$ cat src/rtl/ram_arbiter_pkg.sv
// ----------------------------------------------------------------------------
// ram_arbiter_pkg
//
// Shared definitions for the two-port RAM arbiter:
//   - arb_state_t : FSM state codes (IDLE=00, ISSUE=01, WAIT_RD=10, ACK=11)
//   - PORT0/PORT1 : requester id constants
//   - LAT_CNT_W   : width of the read-latency down-counter (RD_LAT is 1..7)
//   - lat_reload  : value loaded into the down-counter when a read is issued
//
// No ports; imported with "import ram_arbiter_pkg::*;".
// ----------------------------------------------------------------------------
package ram_arbiter_pkg;

    typedef enum logic [1:0] {
        ST_IDLE    = 2'b00,
        ST_ISSUE   = 2'b01,
        ST_WAIT_RD = 2'b10,
        ST_ACK     = 2'b11
    } arb_state_t;

    localparam logic PORT0 = 1'b0;
    localparam logic PORT1 = 1'b1;

    localparam int LAT_CNT_W = 3;

    // The counter runs RD_LAT-1 down to 0, so WAIT_RD lasts exactly RD_LAT cycles.
    function automatic logic [LAT_CNT_W-1:0] lat_reload(input int rd_lat);
        return LAT_CNT_W'(rd_lat - 1);
    endfunction

endpackage

$ cat src/rtl/ram_arbiter_if.sv
// ----------------------------------------------------------------------------
// ram_arbiter_if
//
// One requester port of the RAM arbiter.
//   req   : request, held by the requester until ack
//   we    : 1 = write, 0 = read
//   addr  : RAM word address (ADDR_W bits)
//   wdata : write data (DATA_W bits)
//   ack   : one-cycle completion pulse from the arbiter
//   rdata : read data, valid while ack is high, held until the next read
//
// Modports:
//   master : requester side (drives req/we/addr/wdata)
//   slave  : arbiter side   (drives ack/rdata)
// ----------------------------------------------------------------------------
interface ram_arbiter_if #(
    parameter int ADDR_W = 16,
    parameter int DATA_W = 16
) ();

    logic              req;
    logic              we;
    logic [ADDR_W-1:0] addr;
    logic [DATA_W-1:0] wdata;
    logic              ack;
    logic [DATA_W-1:0] rdata;

    modport master (
        output req, we, addr, wdata,
        input  ack, rdata
    );

    modport slave (
        input  req, we, addr, wdata,
        output ack, rdata
    );

endinterface

$ cat src/rtl/arb_rr_pick.sv
// ----------------------------------------------------------------------------
// arb_rr_pick
//
// Combinational 2-way grant picker for the RAM arbiter.
//   req[1:0]   : in  - request vector, bit 0 = port 0, bit 1 = port 1
//   last_grant : in  - id of the port granted most recently
//   gnt_valid  : out - at least one port is requesting
//   gnt_id     : out - id of the port to grant (meaningful when gnt_valid)
//
// Build option ARB_FIXED_PRIO_EN:
//   undefined (default) : round-robin, a tie goes to the port != last_grant
//   defined             : fixed priority, port 0 always wins a tie
// ----------------------------------------------------------------------------
module arb_rr_pick
    import ram_arbiter_pkg::*;
(
    input  logic [1:0] req,
    input  logic       last_grant,
    output logic       gnt_valid,
    output logic       gnt_id
);

    // With no request the id is a don't-care; echoing last_grant keeps
    // last_grant referenced in the fixed-priority build as well.
    always_comb begin
        gnt_valid = |req;
        gnt_id    = last_grant;
`ifdef ARB_FIXED_PRIO_EN
        if (req[0]) begin
            gnt_id = PORT0;
        end else if (req[1]) begin
            gnt_id = PORT1;
        end
`else
        case (req)
            2'b01:   gnt_id = PORT0;
            2'b10:   gnt_id = PORT1;
            2'b11:   gnt_id = ~last_grant;
            default: gnt_id = last_grant;
        endcase
`endif
    end

endmodule

$ cat src/rtl/ram_arbiter.sv
// ----------------------------------------------------------------------------
// ram_arbiter
//
// Shares a single synchronous RAM port between two requesters (port 0: CPU
// control unit, port 1: auxiliary master). One transaction is latched per
// grant, driven onto the RAM, and completed with a one-cycle ack pulse.
//
// Parameters:
//   RAM_SIZE : RAM address width in bits
//   DATA_W   : data word width
//   RD_LAT   : RAM read latency in cycles, legal range 1..7
//
// Ports:
//   clk         : in  - system clock, rising edge
//   rst         : in  - synchronous active-high reset
//   m0, m1      : ram_arbiter_if.slave requester ports 0 and 1
//   ram_address : out - RAM address
//   we          : out - RAM write enable (high only in ISSUE of a write)
//   ram_out     : out - RAM write data
//   ram_in      : in  - RAM read data
//   busy        : out - high whenever the FSM is not IDLE
//
// Latency from req sampled in IDLE: write ack after 2 cycles,
// read ack after 2+RD_LAT cycles.
//
// Build option ARB_FIXED_PRIO_EN selects fixed priority (port 0 wins ties)
// instead of round-robin; see arb_rr_pick.
// ----------------------------------------------------------------------------
module ram_arbiter
    import ram_arbiter_pkg::*;
#(
    parameter int RAM_SIZE = 16,
    parameter int DATA_W   = 16,
    parameter int RD_LAT   = 1
) (
    input  logic                clk,
    input  logic                rst,
    ram_arbiter_if.slave        m0,
    ram_arbiter_if.slave        m1,
    output logic [RAM_SIZE-1:0] ram_address,
    output logic                we,
    output logic [DATA_W-1:0]   ram_out,
    input  logic [DATA_W-1:0]   ram_in,
    output logic                busy
);

    localparam logic [LAT_CNT_W-1:0] LAT_INIT = lat_reload(RD_LAT);

    arb_state_t           state;
    logic                 last_grant;
    logic                 cur_id;
    logic                 cur_we;
    logic [LAT_CNT_W-1:0] lat_cnt;
    logic                 ack0;
    logic                 ack1;
    logic [DATA_W-1:0]    rdata0;
    logic [DATA_W-1:0]    rdata1;

    logic                 gnt_valid;
    logic                 gnt_id;

    arb_rr_pick u_pick (
        .req        ({m1.req, m0.req}),
        .last_grant (last_grant),
        .gnt_valid  (gnt_valid),
        .gnt_id     (gnt_id)
    );

    // The arbiter's outputs are all registers; the interface signals and
    // busy simply expose them.
    assign m0.ack   = ack0;
    assign m1.ack   = ack1;
    assign m0.rdata = rdata0;
    assign m1.rdata = rdata1;
    assign busy     = (state != ST_IDLE);

    // Single-process FSM. The RAM address/data/we registers double as the
    // latched copy of the granted transaction: they are loaded at the grant
    // edge so the RAM sees them exactly during ISSUE, and address/data simply
    // hold afterwards. Requester inputs are only looked at in IDLE, so
    // anything a requester does after being granted is ignored.
    always_ff @(posedge clk) begin
        if (rst) begin
            state       <= ST_IDLE;
            last_grant  <= PORT1;
            cur_id      <= PORT0;
            cur_we      <= 1'b0;
            lat_cnt     <= '0;
            ram_address <= '0;
            we          <= 1'b0;
            ram_out     <= '0;
            ack0        <= 1'b0;
            ack1        <= 1'b0;
            rdata0      <= '0;
            rdata1      <= '0;
        end else begin
            case (state)
                ST_IDLE: begin
                    if (gnt_valid) begin
                        cur_id     <= gnt_id;
                        last_grant <= gnt_id;
                        if (gnt_id == PORT1) begin
                            cur_we      <= m1.we;
                            we          <= m1.we;
                            ram_address <= m1.addr;
                            ram_out     <= m1.wdata;
                        end else begin
                            cur_we      <= m0.we;
                            we          <= m0.we;
                            ram_address <= m0.addr;
                            ram_out     <= m0.wdata;
                        end
                        state <= ST_ISSUE;
                    end
                end

                ST_ISSUE: begin
                    we <= 1'b0;
                    if (cur_we) begin
                        ack0  <= (cur_id == PORT0);
                        ack1  <= (cur_id == PORT1);
                        state <= ST_ACK;
                    end else begin
                        lat_cnt <= LAT_INIT;
                        state   <= ST_WAIT_RD;
                    end
                end

                ST_WAIT_RD: begin
                    if (lat_cnt == '0) begin
                        if (cur_id == PORT1) begin
                            rdata1 <= ram_in;
                        end else begin
                            rdata0 <= ram_in;
                        end
                        ack0  <= (cur_id == PORT0);
                        ack1  <= (cur_id == PORT1);
                        state <= ST_ACK;
                    end else begin
                        lat_cnt <= lat_cnt - 1'b1;
                    end
                end

                ST_ACK: begin
                    ack0  <= 1'b0;
                    ack1  <= 1'b0;
                    state <= ST_IDLE;
                end

                default: begin
                    state <= ST_IDLE;
                end
            endcase
        end
    end

endmodule

$ cat src/flat_wrapper.sv
// flat-port wrapper written by rule: the top's interface ports become plain ports
module ram_arbiter_flat import ram_arbiter_pkg::*;
#(
    parameter int RAM_SIZE = 16,
    parameter int DATA_W   = 16,
    parameter int RD_LAT   = 1
)
  (clk, rst, ram_address, we, ram_out, ram_in, busy, m0_req, m0_we, m0_addr, m0_wdata, m0_ack, m0_rdata, m1_req, m1_we, m1_addr, m1_wdata, m1_ack, m1_rdata);
  ram_arbiter_if #(.ADDR_W(16), .DATA_W(DATA_W)) m0_i ();
  ram_arbiter_if #(.ADDR_W(16), .DATA_W(DATA_W)) m1_i ();
  input  logic clk;
  input  logic rst;
  output logic [RAM_SIZE-1:0] ram_address;
  output logic we;
  output logic [DATA_W-1:0] ram_out;
  input  logic [DATA_W-1:0] ram_in;
  output logic busy;
  input wire logic [$bits(m0_i.req)-1:0] m0_req;
  input wire logic [$bits(m0_i.we)-1:0] m0_we;
  input wire logic [$bits(m0_i.addr)-1:0] m0_addr;
  input wire logic [$bits(m0_i.wdata)-1:0] m0_wdata;
  output wire logic [$bits(m0_i.ack)-1:0] m0_ack;
  output wire logic [$bits(m0_i.rdata)-1:0] m0_rdata;
  input wire logic [$bits(m1_i.req)-1:0] m1_req;
  input wire logic [$bits(m1_i.we)-1:0] m1_we;
  input wire logic [$bits(m1_i.addr)-1:0] m1_addr;
  input wire logic [$bits(m1_i.wdata)-1:0] m1_wdata;
  output wire logic [$bits(m1_i.ack)-1:0] m1_ack;
  output wire logic [$bits(m1_i.rdata)-1:0] m1_rdata;
  assign m0_i.req = m0_req;
  assign m0_i.we = m0_we;
  assign m0_i.addr = m0_addr;
  assign m0_i.wdata = m0_wdata;
  assign m0_ack = m0_i.ack;
  assign m0_rdata = m0_i.rdata;
  assign m1_i.req = m1_req;
  assign m1_i.we = m1_we;
  assign m1_i.addr = m1_addr;
  assign m1_i.wdata = m1_wdata;
  assign m1_ack = m1_i.ack;
  assign m1_rdata = m1_i.rdata;
  ram_arbiter #(.RAM_SIZE(RAM_SIZE), .DATA_W(DATA_W), .RD_LAT(RD_LAT)) u_core (.clk(clk), .rst(rst), .m0(m0_i), .m1(m1_i), .ram_address(ram_address), .we(we), .ram_out(ram_out), .ram_in(ram_in), .busy(busy));
endmodule
$ cat config.mk
export PLATFORM = sky130hd
export DESIGN_NAME = ram_arbiter_flat
export DESIGN_NICKNAME = d
export VERILOG_FILES = /design/src/rtl/ram_arbiter_pkg.sv /design/src/rtl/ram_arbiter_if.sv /design/src/rtl/arb_rr_pick.sv /design/src/rtl/ram_arbiter.sv /design/src/flat_wrapper.sv
export SDC_FILE = /design/constraint.sdc
export NUM_CORES = 1
export LEC_CHECK = 0
export ABC_AREA = 1
export CAP_MARGIN = 0
export CORE_ASPECT_RATIO = 0.75
export CORE_MARGIN = 8
export CORE_UTILIZATION = 38
export CTS_CLUSTER_DIAMETER = 80
export DETAILED_ROUTE_END_ITERATION = 8
export PLACE_DENSITY = 0.87
export SYNTH_ARGS = -nofsm -noshare
export SYNTH_HDL_FRONTEND = slang
export SYNTH_HIERARCHICAL = 1
export SYNTH_SLANG_ARGS = --single-unit
$ cat constraint.sdc
create_clock -name clk -period 1.4 [get_ports clk]
set_input_delay 0.28 -clock clk [delete_from_list [all_inputs] [get_ports clk]]
set_output_delay 0.28 -clock clk [all_outputs]
set_load 0.01 [all_outputs]
==> impl_metrics.yaml <==
run_status:
  status: "finished clean"
cts:
  cts-htree-levels: 3
  cts_sinks: 75
  cts_made_buffers: 9
  clkLatencyLatePin_ns: 0.33
  cts.clk_slew.worst_paths_ns: 0.06
  clockBufferDepth: 2
  cts_tree: "done"
  cts_root_buffer: "clkbuf_16"
timing:
  rsz0062_at_grt: "true"
  period_needed_ns: 1.36
  tightest_slew_ns: 0.381
  hold_viol_final: 0
  drv_slew: 0
  max_freq_ghz: 0.737
  fin_crit_sh: 0.970
  skew_ns: 0.00778
  relSlewSlack: 0.745
  setup_violations: 0
die:
  io-pin-count: 154
  die_w_um: 127
  die-area_um2: 12700
  core_area_um2: 9050
  row_count: 30
  die_h_um: 99.5
  initial_core_util: 0.391
synthesis:
  syn_area_um2: 3530
  synth-seq-cells: 75
  synth.distinct_cells: 22
  synth_cells: 453
  yosysWarningCount: 6
  synth_nets: 547
  synth.avg_cell_area_um2: 7.80
  yosysSeqAreaShare: 0.425
critical_path:
  path_common_cell: "nand2_4"
  critPathCaptureType: "flop"
  required_ns: 1.60
  startpoint: "u_core/state[0]"
  crit_path_top_delay_cell: "dfxtp_2"
  path_cells: "inv_4 > buf_6 > ha_4 > nand2_4 > inv_2 > nand2_4 > buf_12 > nand2_1 > a21oi_1"
  r2r_start: "u_core/state[0]"
  cp.arrival_ns: 1.56
  start_kind: "flop"
  path_class: "reg -> reg"
  cp_max_fo: 8
  slowest_delay_ns: 0.33
routing:
  viasPerCell: 4.81
  drt_wl_total_um: 11500
  vias: 3631
  drt_iter0_markers: 184
  drtAntennaViolNets: 0
  drc_errors: 0
  wire_per_inst_um: 15.2
  firstDrtPassIters: 4
cells_and_area:
  synthToLayoutAreaGrowth_pct: 62.3
  nFillCells: 772
  nets: 716
  finalNonFillerCells: 755
  diodes: 0
  drive_gt1_frac: 0.201
  final_cell_area_um2: 5740
place:
  dpl.cell_count: 732
  place_area_um2: 5300
  port_buffers: 153
  post-dp-hpwl_um: 8430
  globalplace.congestion: 0.793
min_path:
  min_path_type: "reg -> reg"
  min-delay-start: "u_core/m1.rdata[5]"
global_routing:
  grt_antenna_before_repair: 0
  grt_pass1_wl_um: 18200
  grt_max_degree: 32
  grt-ovfl-total: 0
  grt.total_usage: 0.178
  grt_pass1_vias: 3767
pwr:
  ir_drop_v: 0.000848
  p_sw_frac: 0.382
  comb_power_share: 0.477
  seqPwrFrac: 0.309
  leakage_nw: 2.82
  power_density_nw_per_um2: 1810
  internal_power_mw: 6.41
  p_clk_frac: 0.215
  switching_power_mw: 3.97
flow_run:
  cap_violations: 0
[timing repair]
action                     4_1_cts  5_1_grt
gates resized for setup         98       25
gates cloned                     2        1
hold endpoints to repair         0        0
setup endpoints to repair      121       57
pin swaps                        3        9
buffers inserted                 6        1
hold buffers                     0        0
[worst max-delay path: cells and delay by family, from the launching register on]
kind                     cells  cell delay (ns)
AO/OA/AOI/OAI                1             0.06
adder cells (fa/ha/maj)      1             0.15
buffers and inverters        4             0.45
flip-flops                   1             0.33
AND/OR/NAND/NOR              3             0.23
[routing by layer]
| layer | up-vias | wire [µm] | GRT usage |
|---|---|---|---|
| met5 | - | 0 | 0 |
| met4 | 0 | 197 | 0.0593 |
| met3 | 17 | 1020 | 0.0743 |
| met2 | 139 | 5740 | 0.317 |
| met1 | 1679 | 4550 | 0.186 |
| li1 | 1796 | - | - |
[power by group through the flow]
| stage | combinational [mW] | sequential [mW] | clock (mW) |
|---|---|---|---|
| global placement | 4.70 | 3.20 | 0 |
| floorplan | 2.48 | 3.47 | 0 |
| global route | 5.41 | 3.29 | 2.37 |
| detailed placement | 4.87 | 3.23 | 0 |
| CTS | 4.80 | 3.19 | 2.30 |
| finish | 4.94 | 3.20 | 2.23 |
[kinds of logic (layout without fill, tap and decap cells)]
logic type,after synthesis,after routing,share of synthesized area
adders and majority gates,8,8,0.0283
buffers and inverters,85,259,0.115
DFF,75,75,0.425
AOI/OAI and AO/OA,75,75,0.175
and+or+nand+nor,210,210,0.256
[flip-flops by register name, summed over array words and instances (netlist names)]
register and count:
u_core/cur_id 1, u_core/cur_we 1, u_core/last_grant 1, u_core/lat_cnt 3
u_core/m0.ack 1, u_core/m0.rdata 16, u_core/m1.ack 1, u_core/m1.rdata 16
u_core/ram_address 16, u_core/ram_out 16, u_core/state 2, u_core/we 1
[final cells by class]
cell class	instances	area, µm²	area share
flip-flops and latches	75	1510	0.263
multi-input cells	293	1720	0.300
clock inverters	4	51.3	0.00894
well taps	128	160	0.0279
clock buffers	12	236	0.0412
inverters	58	225	0.0392
repair buffers	185	1840	0.320
[final timing paths]
kind                               to  slack, ns  cells past startpoint
setup / recovery  u_core/m1.rdata[15]       0.04                      9
hold / removal     u_core/m1.rdata[5]       0.46                      2
setup reg to reg  u_core/m1.rdata[15]       0.04                      9
hold reg to reg    u_core/m1.rdata[5]       0.46                      2
[cells in the mapped netlist]
| cell type | count | area share |
|---|---|---|
| inv_2 | 11 | 0.012 |
| nand3_2 | 6 | 0.017 |
| buf_2 | 15 | 0.021 |
| ha_1 | 8 | 0.028 |
| nor2_4 | 1 | 0.0032 |
| o21ai_0 | 8 | 0.011 |
| nor2_1 | 44 | 0.047 |
| nand3_1 | 48 | 0.068 |
| o21ai_1 | 13 | 0.018 |
| nand2_1 | 106 | 0.11 |
| buf_12 | 1 | 0.0057 |
| buf_4 | 4 | 0.0085 |
| o211ai_2 | 32 | 0.11 |
| clkinv_2 | 1 | 0.0014 |
| inv_1 | 46 | 0.049 |
| or2_1 | 1 | 0.0018 |
| buf_6 | 5 | 0.016 |
| clkbuf_1 | 2 | 0.0021 |
| a21oi_1 | 21 | 0.030 |
| a21oi_2 | 1 | 0.0025 |
| nand2_2 | 4 | 0.0071 |
| dfxtp_1 | 75 | 0.42 |
[per-stage QoR]
stage | power [mW] | setup TNS [ns] | utilization | worst slack [ns] | hold WS [ns]
finish | 10.4 | 0 | 0.634 | 0.0423 | 0.456
global route | 11.1 | -0.0364 | 0.634 | -0.0298 | 0.481
CTS | 10.3 | -0.137 | 0.629 | -0.137 | 0.457
detailed placement | 8.10 | -11.92 | 0.586 | -0.314 | 0.451
global placement | 7.90 | -9.47 | 0.586 | -0.275 | 0.447
floorplan | 5.95 | 0 | - | 0.00248 | 0.342
[placed cells by master, fill, tap and decap left out, types with 5 or more instances in the layout]
cell	count
inv_1	41
nand2_1	104
o21ai_1	14
buf_12	7
dfxtp_1	71
buf_4	18
o211ai_2	32
inv_2	14
a21oi_1	18
o21ai_2	5
dlygate4sd2_1	67
nand3_1	48
nand3_2	6
buf_6	6
nor2_1	43
clkbuf_16	10
clkdlybuf4s50_1	84
(Power assumes the default switching activity.)
